--- config.mk ---
export PLATFORM = sky130hd
export DESIGN_NAME = xfipcs_66b_block_lock
export DESIGN_NICKNAME = d
export VERILOG_FILES = /design/src/rtl/xfipcs_pkg.sv /design/src/rtl/xfipcs_sat_counter.sv /design/src/rtl/xfipcs_66b_block_lock.sv
export SDC_FILE = /design/constraint.sdc
export NUM_CORES = 1
export LEC_CHECK = 0
export CAP_MARGIN = 15
export CORE_ASPECT_RATIO = 0.5
export CORE_MARGIN = 2
export CORE_UTILIZATION = 56
export CTS_CLUSTER_SIZE = 16
export DETAILED_ROUTE_END_ITERATION = 16
export DONT_BUFFER_PORTS = 1
export GPL_TIMING_DRIVEN = 0
export PLACE_DENSITY = 0.8
export SLEW_MARGIN = 10
export SYNTH_ARGS = -nofsm -noshare
export SYNTH_HDL_FRONTEND = slang
export SYNTH_SLANG_ARGS = --single-unit
--- constraint.sdc ---
create_clock -name clk_i -period 2.7 [get_ports clk_i]
set_input_delay 0.405 -clock clk_i [delete_from_list [all_inputs] [get_ports clk_i]]
set_output_delay 0.405 -clock clk_i [all_outputs]
set_load 0.005 [all_outputs]
--- src/rtl/xfipcs_pkg.sv ---
// Shared XFI PCS definitions: sync-header codes, lock-FSM states and default window sizes.
package xfipcs_pkg;

    localparam logic [1:0] SH_DATA = 2'b01;
    localparam logic [1:0] SH_CTRL = 2'b10;

    localparam int unsigned SH_CNT_MAX_DEF   = 64;
    localparam int unsigned SH_INVLD_MAX_DEF = 16;
    localparam int unsigned SLIP_WAIT_DEF    = 4;
    localparam int unsigned SLIPCNT_W_DEF    = 16;

    typedef enum logic [1:0] {
        LOCK_INIT    = 2'd0,
        TEST_SH      = 2'd1,
        SLIP_ST      = 2'd2,
        SLIP_WAIT_ST = 2'd3
    } lock_state_e;

    // Only 01 (data) and 10 (control) are legal 64b/66b sync headers.
    function automatic logic sh_is_valid(input logic [1:0] sh);
        return (sh == SH_DATA) || (sh == SH_CTRL);
    endfunction

endpackage

--- src/rtl/xfipcs_sat_counter.sv ---
// Saturating up-counter with synchronous clear; holds at all-ones instead of wrapping.
module xfipcs_sat_counter #(
    parameter int unsigned WIDTH = 16
) (
    input  logic             clk_i,
    input  logic             reset_i,
    input  logic             clr_i,
    input  logic             inc_i,
    output logic [WIDTH-1:0] count_o
);

    logic [WIDTH-1:0] count_q;
    logic [WIDTH-1:0] count_d;

    always_comb begin
        count_d = count_q;
        if (clr_i) begin
            count_d = '0;
        end else if (inc_i && (count_q != '1)) begin
            count_d = count_q + WIDTH'(1);
        end
    end

    always_ff @(posedge clk_i) begin
        if (reset_i) begin
            count_q <= '0;
        end else begin
            count_q <= count_d;
        end
    end

    assign count_o = count_q;

endmodule

--- src/rtl/xfipcs_66b_block_lock.sv ---
// Rx 66b block-lock controller: slips the gearbox until sync headers hold, then asserts lock.
module xfipcs_66b_block_lock
    import xfipcs_pkg::*;
#(
    parameter int unsigned SH_CNT_MAX   = SH_CNT_MAX_DEF,
    parameter int unsigned SH_INVLD_MAX = SH_INVLD_MAX_DEF,
    parameter int unsigned SLIP_WAIT    = SLIP_WAIT_DEF,
    parameter int unsigned SLIPCNT_W    = SLIPCNT_W_DEF
) (
    input  logic                 clk_i,
    input  logic                 reset_i,
    input  logic                 lock_en_i,
    input  logic                 sh_valid_i,
    input  logic [1:0]           sh_in_i,
    output logic                 slip_o,
    output logic                 block_lock_o,
    output logic                 blk_valid_c_o,
    output logic [SLIPCNT_W-1:0] slip_count_o
);

    localparam int unsigned SH_CNT_W = $clog2(SH_CNT_MAX + 1);
    localparam int unsigned INVLD_W  = $clog2(SH_INVLD_MAX + 1);
    localparam int unsigned WAIT_W   = $clog2(SLIP_WAIT + 1);

    lock_state_e         state_q, state_d;
    logic [SH_CNT_W-1:0] sh_cnt_q, sh_cnt_d, sh_nxt;
    logic [INVLD_W-1:0]  invld_cnt_q, invld_cnt_d, inv_nxt;
    logic [WAIT_W-1:0]   wait_cnt_q, wait_cnt_d;
    logic                block_lock_q, block_lock_d;
    logic                slip_q, slip_d;
    logic                sh_invalid;

    // Next-state, window counters and registered-output decode.
    always_comb begin
        state_d      = state_q;
        sh_cnt_d     = sh_cnt_q;
        invld_cnt_d  = invld_cnt_q;
        wait_cnt_d   = wait_cnt_q;
        block_lock_d = block_lock_q;
        slip_d       = 1'b0;
        sh_invalid   = !sh_is_valid(sh_in_i);
        sh_nxt       = sh_cnt_q + SH_CNT_W'(1);
        inv_nxt      = invld_cnt_q + INVLD_W'(sh_invalid);

        if (!lock_en_i) begin
            state_d      = LOCK_INIT;
            sh_cnt_d     = '0;
            invld_cnt_d  = '0;
            wait_cnt_d   = '0;
            block_lock_d = 1'b0;
        end else begin
            case (state_q)
                LOCK_INIT: begin
                    sh_cnt_d     = '0;
                    invld_cnt_d  = '0;
                    block_lock_d = 1'b0;
                    state_d      = TEST_SH;
                end
                TEST_SH: begin
                    if (sh_valid_i) begin
                        if (sh_invalid && (!block_lock_q || (inv_nxt == INVLD_W'(SH_INVLD_MAX)))) begin
                            state_d      = SLIP_ST;
                            slip_d       = 1'b1;
                            block_lock_d = 1'b0;
                            sh_cnt_d     = '0;
                            invld_cnt_d  = '0;
                        end else if (sh_nxt == SH_CNT_W'(SH_CNT_MAX)) begin
                            // Window closed; a clean window grants lock, otherwise lock is kept.
                            sh_cnt_d    = '0;
                            invld_cnt_d = '0;
                            if (inv_nxt == '0) begin
                                block_lock_d = 1'b1;
                            end
                        end else begin
                            sh_cnt_d    = sh_nxt;
                            invld_cnt_d = inv_nxt;
                        end
                    end
                end
                SLIP_ST: begin
                    sh_cnt_d    = '0;
                    invld_cnt_d = '0;
                    wait_cnt_d  = '0;
                    state_d     = SLIP_WAIT_ST;
                end
                SLIP_WAIT_ST: begin
                    // Gearbox output is unstable right after a slip; ignore headers meanwhile.
                    if (wait_cnt_q == WAIT_W'(SLIP_WAIT - 1)) begin
                        wait_cnt_d  = '0;
                        sh_cnt_d    = '0;
                        invld_cnt_d = '0;
                        state_d     = TEST_SH;
                    end else begin
                        wait_cnt_d = wait_cnt_q + WAIT_W'(1);
                    end
                end
                default: begin
                    state_d = LOCK_INIT;
                end
            endcase
        end
    end

    always_ff @(posedge clk_i) begin
        if (reset_i) begin
            state_q      <= LOCK_INIT;
            sh_cnt_q     <= '0;
            invld_cnt_q  <= '0;
            wait_cnt_q   <= '0;
            block_lock_q <= 1'b0;
            slip_q       <= 1'b0;
        end else begin
            state_q      <= state_d;
            sh_cnt_q     <= sh_cnt_d;
            invld_cnt_q  <= invld_cnt_d;
            wait_cnt_q   <= wait_cnt_d;
            block_lock_q <= block_lock_d;
            slip_q       <= slip_d;
        end
    end

    xfipcs_sat_counter #(
        .WIDTH(SLIPCNT_W)
    ) u_slip_cnt (
        .clk_i  (clk_i),
        .reset_i(reset_i),
        .clr_i  (1'b0),
        .inc_i  (slip_d),
        .count_o(slip_count_o)
    );

    assign slip_o        = slip_q;
    assign block_lock_o  = block_lock_q;
    assign blk_valid_c_o = sh_valid_i && block_lock_q && (state_q == TEST_SH);

endmodule

# Yosys cells after proc, flatten, opt, wreduce, memory -nomap -nowiden
# Cells that the tools add are included.
[word_totals]
register_bits = 35
latchBits = 0
ramBits = 0
mem_bits_ro = 0
in_bits = 6
output_inout_bits = 19
wordCells = 68
mem_count = 0
[op_classes]
add_sub_neg = 4
n_mul = 0
div_mod_pow = 0
order_cmp = 0
eq_ne = 14
n_shift = 0
n_mux = 25
bitwise_logic = 1
n_reduce_logical = 17
[ops]
columns = ["operator", "n"]
rows = [
  ["7-bit two-way mux", 4],
  ["7-bit one-hot mux with 3 select lines", 1],
  ["5-bit two-way mux", 4],
  ["16-bit by 1-bit adder with 16-bit output, second input constant", 1],
  ["16-bit != test, second input constant", 1],
  ["5-bit one-hot mux with 3 select lines", 1],
  ["1-bit two-way mux", 8],
  ["2-bit one-hot mux with 4 select lines", 1],
  ["7-bit by 1-bit adder with 7-bit output, second input constant", 1],
  ["7-bit == test, second input constant", 1],
  ["2-bit == test, second input constant", 3],
  ["2-bit two-way mux", 3],
  ["2-bit != test, second input constant", 3],
  ["3-bit != test, second input constant", 2],
  ["3-bit one-hot mux with 2 select lines", 1],
  ["5-bit by 1-bit adder with 5-bit output", 1],
  ["5-bit == test, second input constant", 1],
  ["5-bit logical NOT", 1],
  ["2-bit by 1-bit == test with 1-bit output, second input constant", 2],
  ["1-bit logical AND", 4],
  ["4-bit AND reduction", 1],
  ["2-bit nonzero test", 2],
  ["2-bit OR reduction", 2],
  ["3-bit by 1-bit adder with 3-bit output, second input constant", 1],
  ["other kinds (9)", 11],
]

# Depth between registers and ports, before layout
# Gate-level depths: netlist (run 1).
[logic_depth]
depth_word = 12
ltp_mapped = 11
ltp_nobuf = 10

# Cells and area by module
# Synthesis (run 1) repeated with hierarchy kept, for this count alone.
[unflattened]
cells_unflattened = 247
area_unflattened_um2 = 2114.5
[modules_own_cells]
columns = ["mod", "instances", "cells_each", "area_each_um2", "seq_area_each_um2"]
rows = [
  ["xfipcs_66b_block_lock", 1, 145, 1197.4, 380.4],
  ["xfipcs_sat_counter", 1, 102, 917.1, 320.3],
]

# Worst setup path before layout (run 1)
# No wires, ideal clock.
[synth_timing]
path_type = "input to register"
from = "input port sh_in_i[1]"
to = "register u_slip_cnt.count_q[12] (netlist: u_slip_cnt.count_o[12])"
setup_ps = 115
arrival_time_ps = 2706
required_ps = 2585
path_slack_ps = -121
cell_stages = 10
n_path_buf = 1
path_cell_list = "xor2_1 inv_1 ha_1 ha_1 or4_4 o31a_1 buf_6 nor3_1 a31oi_1 o21a_1"
[synth_via]
elab_chain_cells = 12
word_cells_on_any_way = 13
classes_between = "add/sub (1); eq/ne (3); mux (4); reduce/logical (5)"
[synth_rtl]
columns = ["item", "line_no", "text"]
rows = [
  ["start: declaration", "xfipcs_66b_block_lock.sv:14", "input logic [1:0] sh_in_i,"],
  ["2-bit by 1-bit == test with 1-bit output or 2-bit == test (tied branches)", "xfipcs_pkg.sv:21", "return (sh == SH_DATA) || (sh == SH_CTRL);"],
  ["1-bit logical OR (*)", "xfipcs_pkg.sv:21", ""],
  ["1-bit logical NOT (*)", "xfipcs_66b_block_lock.sv:41", "sh_invalid = !sh_is_valid(sh_in_i);"],
  ["5-bit by 1-bit adder with 5-bit output", "xfipcs_66b_block_lock.sv:43", "inv_nxt = invld_cnt_q + INVLD_W'(sh_invalid);"],
  ["5-bit == test", "xfipcs_66b_block_lock.sv:61", "if (sh_invalid && (!block_lock_q || (inv_nxt == INVLD_W'(SH_INVLD_MAX)))) begin"],
  ["1-bit logical OR", "xfipcs_66b_block_lock.sv:61", ""],
  ["1-bit logical AND (*)", "xfipcs_66b_block_lock.sv:61", ""],
  ["1-bit two-way mux (*)", "xfipcs_66b_block_lock.sv:61", ""],
  ["1-bit two-way mux (*)", "xfipcs_66b_block_lock.sv:60", "if (sh_valid_i) begin"],
  ["1-bit two-way mux (*)", "xfipcs_66b_block_lock.sv:52", "case (state_q)"],
  ["1-bit two-way mux (*)", "xfipcs_66b_block_lock.sv:45", "if (!lock_en_i) begin"],
  ["1-bit logical AND (*)", "xfipcs_sat_counter.sv:19", "end else if (inc_i && (count_q != '1)) begin"],
  ["end signal: assignment", "xfipcs_sat_counter.sv:28", "count_q <= count_d;"],
  ["end: declaration", "xfipcs_sat_counter.sv:12", "logic [WIDTH-1:0] count_q;"],
]
# Mark *: on every way between the ends. The rest lies on a longest branch, timed or not.
# A chain may end at the register's enable or synchronous reset.

# Worst setup path after layout (run 1)
[layout_timing]
from = "input port sh_in_i[1]"
to = "register u_slip_cnt.count_q[11] (netlist: u_slip_cnt.count_o[11])"
# Same word-level chain as after synthesis.

==> out/metrics.cfg, run 1 <==
[run_status]
status=complete, no violations

[grt]
grt_busiest_layer=met2
grt_use_met1_pct=26.3
grt_first_pass_wirelength_um=6780
grt_pass1_vias=1525
grt_usage_pct=22.7
met2_usage_pct=39.8
grt_max_degree=11
antenna_found_initial=0
groute.layer.met3.usage_pct=7.25
grt_overflow=0

[synth]
synth_area_leader_cell=dfxtp_1
async_reset_ff_share_pct=0
syn_nets=244
avgSynthCellArea_um2=8.41
synth_cell_types=47
synth_top_area_share_pct=36.6
netlist_area_um2=1920
yosys_warnings=0
synthTopCellsByCount=35 x dfxtp_1, 24 x nand2_1, 23 x nand3_1, 20 x a21oi_1, 19 x nor2_1
ys.flop_type=dfxtp_1
ys_seq_elements=35
yosysSeqAreaShare_pct=36.6
synth-edff-count=0
synthTopCellsByArea=dfxtp_1 37%, ha_1 6.5%, nand3_1 6.0%
synth_most_common_cell=dfxtp_1
synth_cells=228

[power_and_ir_drop]
power_w=0.00106
switching_share_pct=22.7
worst_ir_drop_vdd_mv=0.208
comb_power_share_pct=7.4
power_frac_clock_pct=43.0
power_frac_seq_pct=49.6
p_int_w=0.000816
power.switching_w=0.000240
pwr_density_cell_nw_per_um2=503
leakage_nw=0.692

[worst_hold_path]
hold_path_depth=3
whs_endpoint=block_lock_o
hp-class=in2reg
min_from=sh_valid_i

[critical_path]
crit_cells=10
cp_top_family=simple AND/OR/NAND/NOR gates
cpMostUsedCell=ha_1
start_kind=input port
crit_type=in2reg
regToRegSetupSlack_ns=0.26
worstPathCellList=xor2_4 -> inv_2 -> ha_1 -> ha_1 -> or4_4 -> o31ai_4 -> buf_6 -> nand2_4 -> or3_1 -> a21oi_1
cp_data_arrival_time_ns=2.79
reg2reg_depth=8
worst_ep_required_time_ns=2.93
cp_slowest_cell=or4_4
r2r_end=u_slip_cnt.count_o[11]
path_max_fanout=10
path_buf_inv=2
critPathMaxStageDelay_ns=0.56
rr_startpoint=invld_cnt_q[0]
endpoint_kind=register

[die]
pin_count=25
die_area_um2=3940
start_util_pct=61.1
core_um2=3140
rows=14
die_w_um=86.7
dieHeight_um=45.4

[clocking]
cts.sinks=35
cts_max_level=2
path_clk_slew_ns=0.07
cts.path.max_buffers=2
cts-root-buf=clkbuf_8
clock_latency_ns=0.29
cts_inserted_buffers=5
cts_tree=built

[route]
drcViolationCount=0
vias=1632
post_drt_wl_per_cell_um=14.8
wl_um=4070
drt_iter0_markers=45
dr.pass1.iters=4
ant_nets=0
post_drt_via_cell_ratio=5.93

[cells_and_area]
nNetsFinal=251
drive_gt1_share_pct=11.1
utilization_pct=67.0
diodes=0
synthToLayoutAreaGrowth_pct=9.60

[sta]
worstMarginPinSlew_ns=0.640
fin_crit_sh_pct=95.1
rsz0062_at_grt=no
fin_tns_setup_ns=0
fmax_mhz=390
final.setup_skew_ns=0.00927
drv_slew=0
setup_violations=0
hold_slack_ns=0.445
slew_headroom_pct=57.0
period_minus_slack_ns=2.57
hold_viol_final=0

[placement]
place.gp.congestion=0.831
dpl.hpwl_um=2890
port_buffers=0

[run]
max-cap-violations=0

-- placed cells by master (no fill, tap or decap), types with 2 or more instances in the layout --
cell type   n
a21oi_1    20
a31oi_1     5
and2_1      2
and3_1      7
and4_1      2
buf_6       2
clkbuf_1    6
clkbuf_8    5
dfxtp_1    35
ha_1       10
inv_1       4
nand2_1    24
nand2b_1    2
nand3_1    23
nand4_1     3
nor2_1     19
nor3_1      4
nor3_2      4
nor3b_1     2
nor4_1      2
o21a_1      3
o21ai_0     2
o21ai_1     5
or2_2       3
or3_1       3
or4_1       2
xnor2_1     5
xor2_1      8
-- flip-flops by register name, summed over array words and instances, names as in the netlist --
signal / count
state_q: 2
block_lock_o: 1
wait_cnt_q: 3
u_slip_cnt.count_o: 16
slip_o: 1
invld_cnt_q: 5
sh_cnt_q: 7
-- how the worst max path moves through the flow --
| stage | endpoint | from |
|---|---|---|
| finish | u_slip_cnt.count_o[11] | sh_in_i[1] |
| global route | u_slip_cnt.count_o[11] | sh_in_i[1] |
| CTS | invld_cnt_q[1] | sh_in_i[1] |
| detailed placement | u_slip_cnt.count_o[11] | sh_in_i[1] |
| global placement | u_slip_cnt.count_o[11] | sh_in_i[1] |
| floorplan | u_slip_cnt.count_o[13] | sh_in_i[1] |
-- worst reg2reg max path, stage by stage (launching register included) --
cell and delay (ns):
dfxtp_1 0.31, ha_1 0.21, ha_1 0.30, or4_4 0.56, o31ai_4 0.28, buf_6 0.20, nand2_4 0.07, or3_1 0.31
a21oi_1 0.15
-- routing by layer --
layer	share of wire [%]	wire (um)
met2	48	1930
met3	3.9	159
met1	47	1930
met5	0	0
met4	1.1	43
-- stage by stage --
step	instances	area (um^2)	worst slack (ns)
final	275	2100	0.134
after CTS	275	2090	0.152
after global routing	275	2100	0.0414
after floorplan	228	1940	0.0404
after detailed placement	268	1990	-0.134
after global placement	268	1990	-0.0923
-- power groups by stage --
stage	Clock (W)	Combinational [W]	Sequential [W]
6_report	0.000454	0.0000779	0.000524
5_1_grt	0.000482	0.0000857	0.000525
4_1_cts	0.000462	0.0000757	0.000524
3_5_place_dp	0	0.0000753	0.000536
3_3_place_gp	0	0.0000745	0.000536
2_1_floorplan	0	0.0000590	0.000535
-- final cells by class --
class                   count  area (um^2)
fillers                   256         1030
clock inverters             1         30.0
inverters                   5         18.8
clock buffers               6         72.6
well taps                  40         50.0
flip-flops and latches     35          701
plain buffers               8         45.0
multi-input cells         180         1180
-- cells by family after synthesis --
group,Yosys count,synth area share (%)
AOI/OAI and AO/OA,45,15.3
xor gates and xnor gates,14,6.40
adders and majority gates,10,6.53
buffers and inverters,13,3.33
DFF,35,36.6
muxes,1,0.587
and+or+nand+nor,110,31.3
-- timing repair --
action	4_1_cts	5_1_grt
resized for setup	0	1
setup buffers	0	0
endpoints found under the setup margin	0	1
hold buffers	0	0
(Power assumes the default switching activity.)
==> run 2, diff against run 1 <==
Settings changed: ABC_CLOCK_PERIOD_IN_PS set to 2700, CORE_UTILIZATION 56 to 57, PLACE_DENSITY 0.8 to 0.81, SYNTH_HIERARCHICAL set to 1.
==> run 2 against run 1 <==
Net effect:
- critical path depth up 1
- non-clock buffer count increased by 4
- largest power group is now the clock network
- clock-buffer cell count unchanged
- clock power up 23%
- critical path type unchanged
- total power up 8.6%
- critical endpoint is now u_slip_cnt/count_o[11]
==> out/metrics.cfg, run 2 <==
[run_status]
status=complete, no violations  ; unchanged

[worst_hold_path]
min_from=reset_i  ; was sh_valid_i
whs_endpoint=slip_o  ; was block_lock_o
hold_path_depth=1  ; was 3
hp-class=in2reg  ; unchanged

[synth]
yosys_warnings=6  ; was 0
synth_cells=247  ; was 228
synth-edff-count=0  ; unchanged
ys.flop_type=dfxtp_1  ; unchanged
netlist_area_um2=2110  ; was 1920 um^2
async_reset_ff_share_pct=0  ; unchanged
avgSynthCellArea_um2=8.56  ; was 8.41 um^2
yosysSeqAreaShare_pct=33.1  ; was 36.6%
synth_top_area_share_pct=33.1  ; was 36.6%
synth_most_common_cell=dfxtp_1  ; unchanged
ys_seq_elements=35  ; unchanged
synth_area_leader_cell=dfxtp_1  ; unchanged
synthTopCellsByCount=35 x dfxtp_1, 27 x nand2_1, 19 x a21oi_1, 13 x nand3_1, 12 x nor2_1  ; was 35 x dfxtp_1, 24 x nand2_1, 23 x nand3_1, 20 x a21oi_1, 19 x nor2_1
synth_cell_types=63  ; was 47
synthTopCellsByArea=dfxtp_1 33%, ha_1 5.9%, nand2_1 4.8%  ; was dfxtp_1 37%, ha_1 6.5%, nand3_1 6.0%

[critical_path]
cp_top_family=simple AND/OR/NAND/NOR gates  ; unchanged
critPathMaxStageDelay_ns=0.31  ; was 0.56 ns
endpoint_kind=register  ; unchanged
cpMostUsedCell=ha_2  ; was ha_1
cp_data_arrival_time_ns=2.82  ; was 2.79 ns
cp_slowest_cell=a211oi_2  ; was or4_4
reg2reg_depth=10  ; was 8
regToRegSetupSlack_ns=0.12  ; was 0.26 ns
worst_ep_required_time_ns=2.92  ; was 2.93 ns
start_kind=input port  ; unchanged
crit_type=in2reg  ; unchanged
path_buf_inv=0  ; was 2
r2r_end=u_slip_cnt/count_o[11]  ; was u_slip_cnt.count_o[11]
path_max_fanout=6  ; was 10
rr_startpoint=invld_cnt_q[0]  ; unchanged
worstPathCellList=xnor2_2 -> ha_2 -> ha_2 -> nor2_1 -> o211ai_2 -> o21ai_0 -> and4_2 -> and3_1 -> nand3_2 -> a211oi_2 -> mux2i_1  ; was xor2_4 -> inv_2 -> ha_1 -> ha_1 -> or4_4 -> o31ai_4 -> buf_6 -> nand2_4 -> or3_1 -> a21oi_1

[power_and_ir_drop]
worst_ir_drop_vdd_mv=0.295  ; was 0.208 mV
pwr_density_cell_nw_per_um2=482  ; was 503 nW/um^2
leakage_nw=0.813  ; was 0.692 nW

[clocking]
clock_latency_ns=0.29  ; about the same
cts.path.max_buffers=2  ; unchanged
cts-root-buf=clkbuf_8  ; unchanged
holdBufCountCts=0  ; unchanged
cts.sinks=35  ; unchanged
cts_tree=built  ; unchanged
cts_max_level=2  ; unchanged
cts_setup_buffers=0  ; unchanged
path_clk_slew_ns=0.08  ; was 0.07 ns
cts_inserted_buffers=5  ; unchanged

[grt]
grt_pass1_vias=1758  ; was 1,525
grt_first_pass_wirelength_um=7490  ; was 6780 um
antenna_found_initial=0  ; unchanged
grt_usage_pct=22.5  ; was 22.7%
grt_max_degree=12  ; was 11
grt_overflow=0  ; unchanged

[route]
post_drt_wl_per_cell_um=14.9  ; was 14.8 um
ant_nets=0  ; unchanged
post_drt_via_cell_ratio=6.08  ; was 5.93
vias=1897  ; was 1,632
drt_iter0_markers=96  ; was 45
wl_um=4640  ; was 4070 um
drcViolationCount=0  ; unchanged
dr.pass1.iters=5  ; was 4

[sta]
rsz0062_at_grt=no  ; unchanged
fin_crit_sh_pct=96.2  ; was 95.1%
slew_headroom_pct=54.3  ; was 57.0%
drv_slew=0  ; unchanged
final.setup_skew_ns=0.00856  ; was 0.00927 ns
worstMarginPinSlew_ns=0.686  ; was 0.640 ns
setup_violations=0  ; unchanged
fmax_mhz=385  ; was 390 MHz
hold_viol_final=0  ; unchanged
setup_slack_ns=0.103  ; was 0.134 ns
period_minus_slack_ns=2.60  ; was 2.57 ns

[die]
die_w_um=90.1  ; was 86.7 um
die_area_um2=4240  ; was 3940 um^2
dieHeight_um=47.1  ; was 45.4 um
rows=15  ; was 14
pin_count=25  ; unchanged
core_um2=3490  ; was 3140 um^2
start_util_pct=60.6  ; was 61.1%

[placement]
place.gp.congestion=0.809  ; was 0.831
dp_slack_ns=-0.373  ; was -0.134 ns
placed_cell_area_um2=2200  ; was 1990 um^2
port_buffers=0  ; unchanged
dpl.hpwl_um=3240  ; was 2890 um

[cells_and_area]
diodes=0  ; unchanged
final_cell_mix=35 x dfxtp_1, 27 x nand2_1, 19 x a21oi_1, 12 x nor2_1, 11 x nand3_1  ; was 35 x dfxtp_1, 24 x nand2_1, 23 x nand3_1, 20 x a21oi_1, 19 x nor2_1
multi_input_area_um2=1390  ; was 1180 um^2
fin_area_um2=2380  ; was 2100 um^2
nNetsFinal=276  ; was 251
layout_commonest_cell=dfxtp_1  ; unchanged
fill_cells=274  ; was 256
drive_gt1_share_pct=15.7  ; was 11.1%
largest_register_ffs=16  ; unchanged
synthToLayoutAreaGrowth_pct=12.5  ; was 9.60%
final-seq-area_um2=701  ; unchanged

[run]
max-cap-violations=0  ; unchanged

[run 2: stage by stage]
step                power (W)  std cells  TNS (ns)  util [%]  hold WS [ns]
floorplan            0.000581        253         0         -         0.436
CTS                   0.00115        312         0      67.6         0.172
global route          0.00119        312         0      68.2         0.164
finish                0.00115        312         0      68.2         0.177
detailed placement   0.000596        304     -2.78      63.0         0.465
global placement     0.000595        304     -2.19      63.0         0.447
[run 2: timing repair]
item,CTS,global route
gates resized for setup,5,5
endpoints found under the setup margin,4,7
endpoints found under the hold margin,0,0
gates cloned,0,0
[run 2: final cells by class]
| cell class | instances | share of cell area [%] |
|---|---|---|
| Sequential cell | 35 | 29.4 |
| Inverter | 6 | 0.946 |
| Clock buffer | 6 | 3.05 |
| Clock inverter | 2 | 2.52 |
| Multi-Input combinational cell | 200 | 58.4 |
| Buffer | 12 | 3.00 |
| Tap cell | 51 | 2.68 |
[run 2: power breakdown]
part / internal, W / switching (W) / leakage, nW
clock: 0.000369 / 0.000191 / 0.0654
sequential: 0.000519 / 0.00000332 / 0.282
combinational: 0.0000222 / 0.0000432 / 0.465
[run 2: kinds of logic after synthesis]
| logic type | after synthesis | share of synthesized area (%) |
|---|---|---|
| AOI/OAI and AO/OA | 65 | 21.1 |
| xor gates and xnor gates | 3 | 1.24 |
| adders and majority gates | 10 | 5.92 |
| buffers and inverters | 18 | 4.44 |
| DFF | 35 | 33.1 |
| muxes | 7 | 3.31 |
| other | 1 | 0.177 |
| and+or+nand+nor | 108 | 30.7 |
[run 2: layer usage]
layer / share of wire [%] / up-vias / track usage, %
li1: - / 944 / -
met5: 0 / - / 0
met1: 45 / 890 / 25.7
met4: 1.2 / 0 / 8.62
met3: 5.0 / 9 / 6.42
met2: 48 / 54 / 42.9
[run 2: worst max path at each step]
stage | startpoint | to | slack [ns] | cells after the start
finish | sh_in_i[1] | u_slip_cnt/count_o[11] | 0.10 | 11
global route | sh_in_i[1] | u_slip_cnt/count_o[12] | 0.006 | 12
CTS | invld_cnt_q[0] | u_slip_cnt/count_o[10] | 0.08 | 10
detailed placement | sh_in_i[1] | u_slip_cnt/count_o[15] | -0.37 | 11
global placement | sh_in_i[1] | u_slip_cnt/count_o[9] | -0.29 | 11
floorplan | sh_in_i[1] | u_slip_cnt/count_o[12] | 0.07 | 12
[run 2: worst register-to-register path: stages (launching register included)]
cell and delay (ns):
dfxtp_1 0.35, ha_2 0.21, ha_2 0.28, nor2_1 0.14, o211ai_2 0.14, o21ai_0 0.15
and4_2 0.30, and3_1 0.22, nand3_2 0.19, a211oi_2 0.31, mux2i_1 0.21
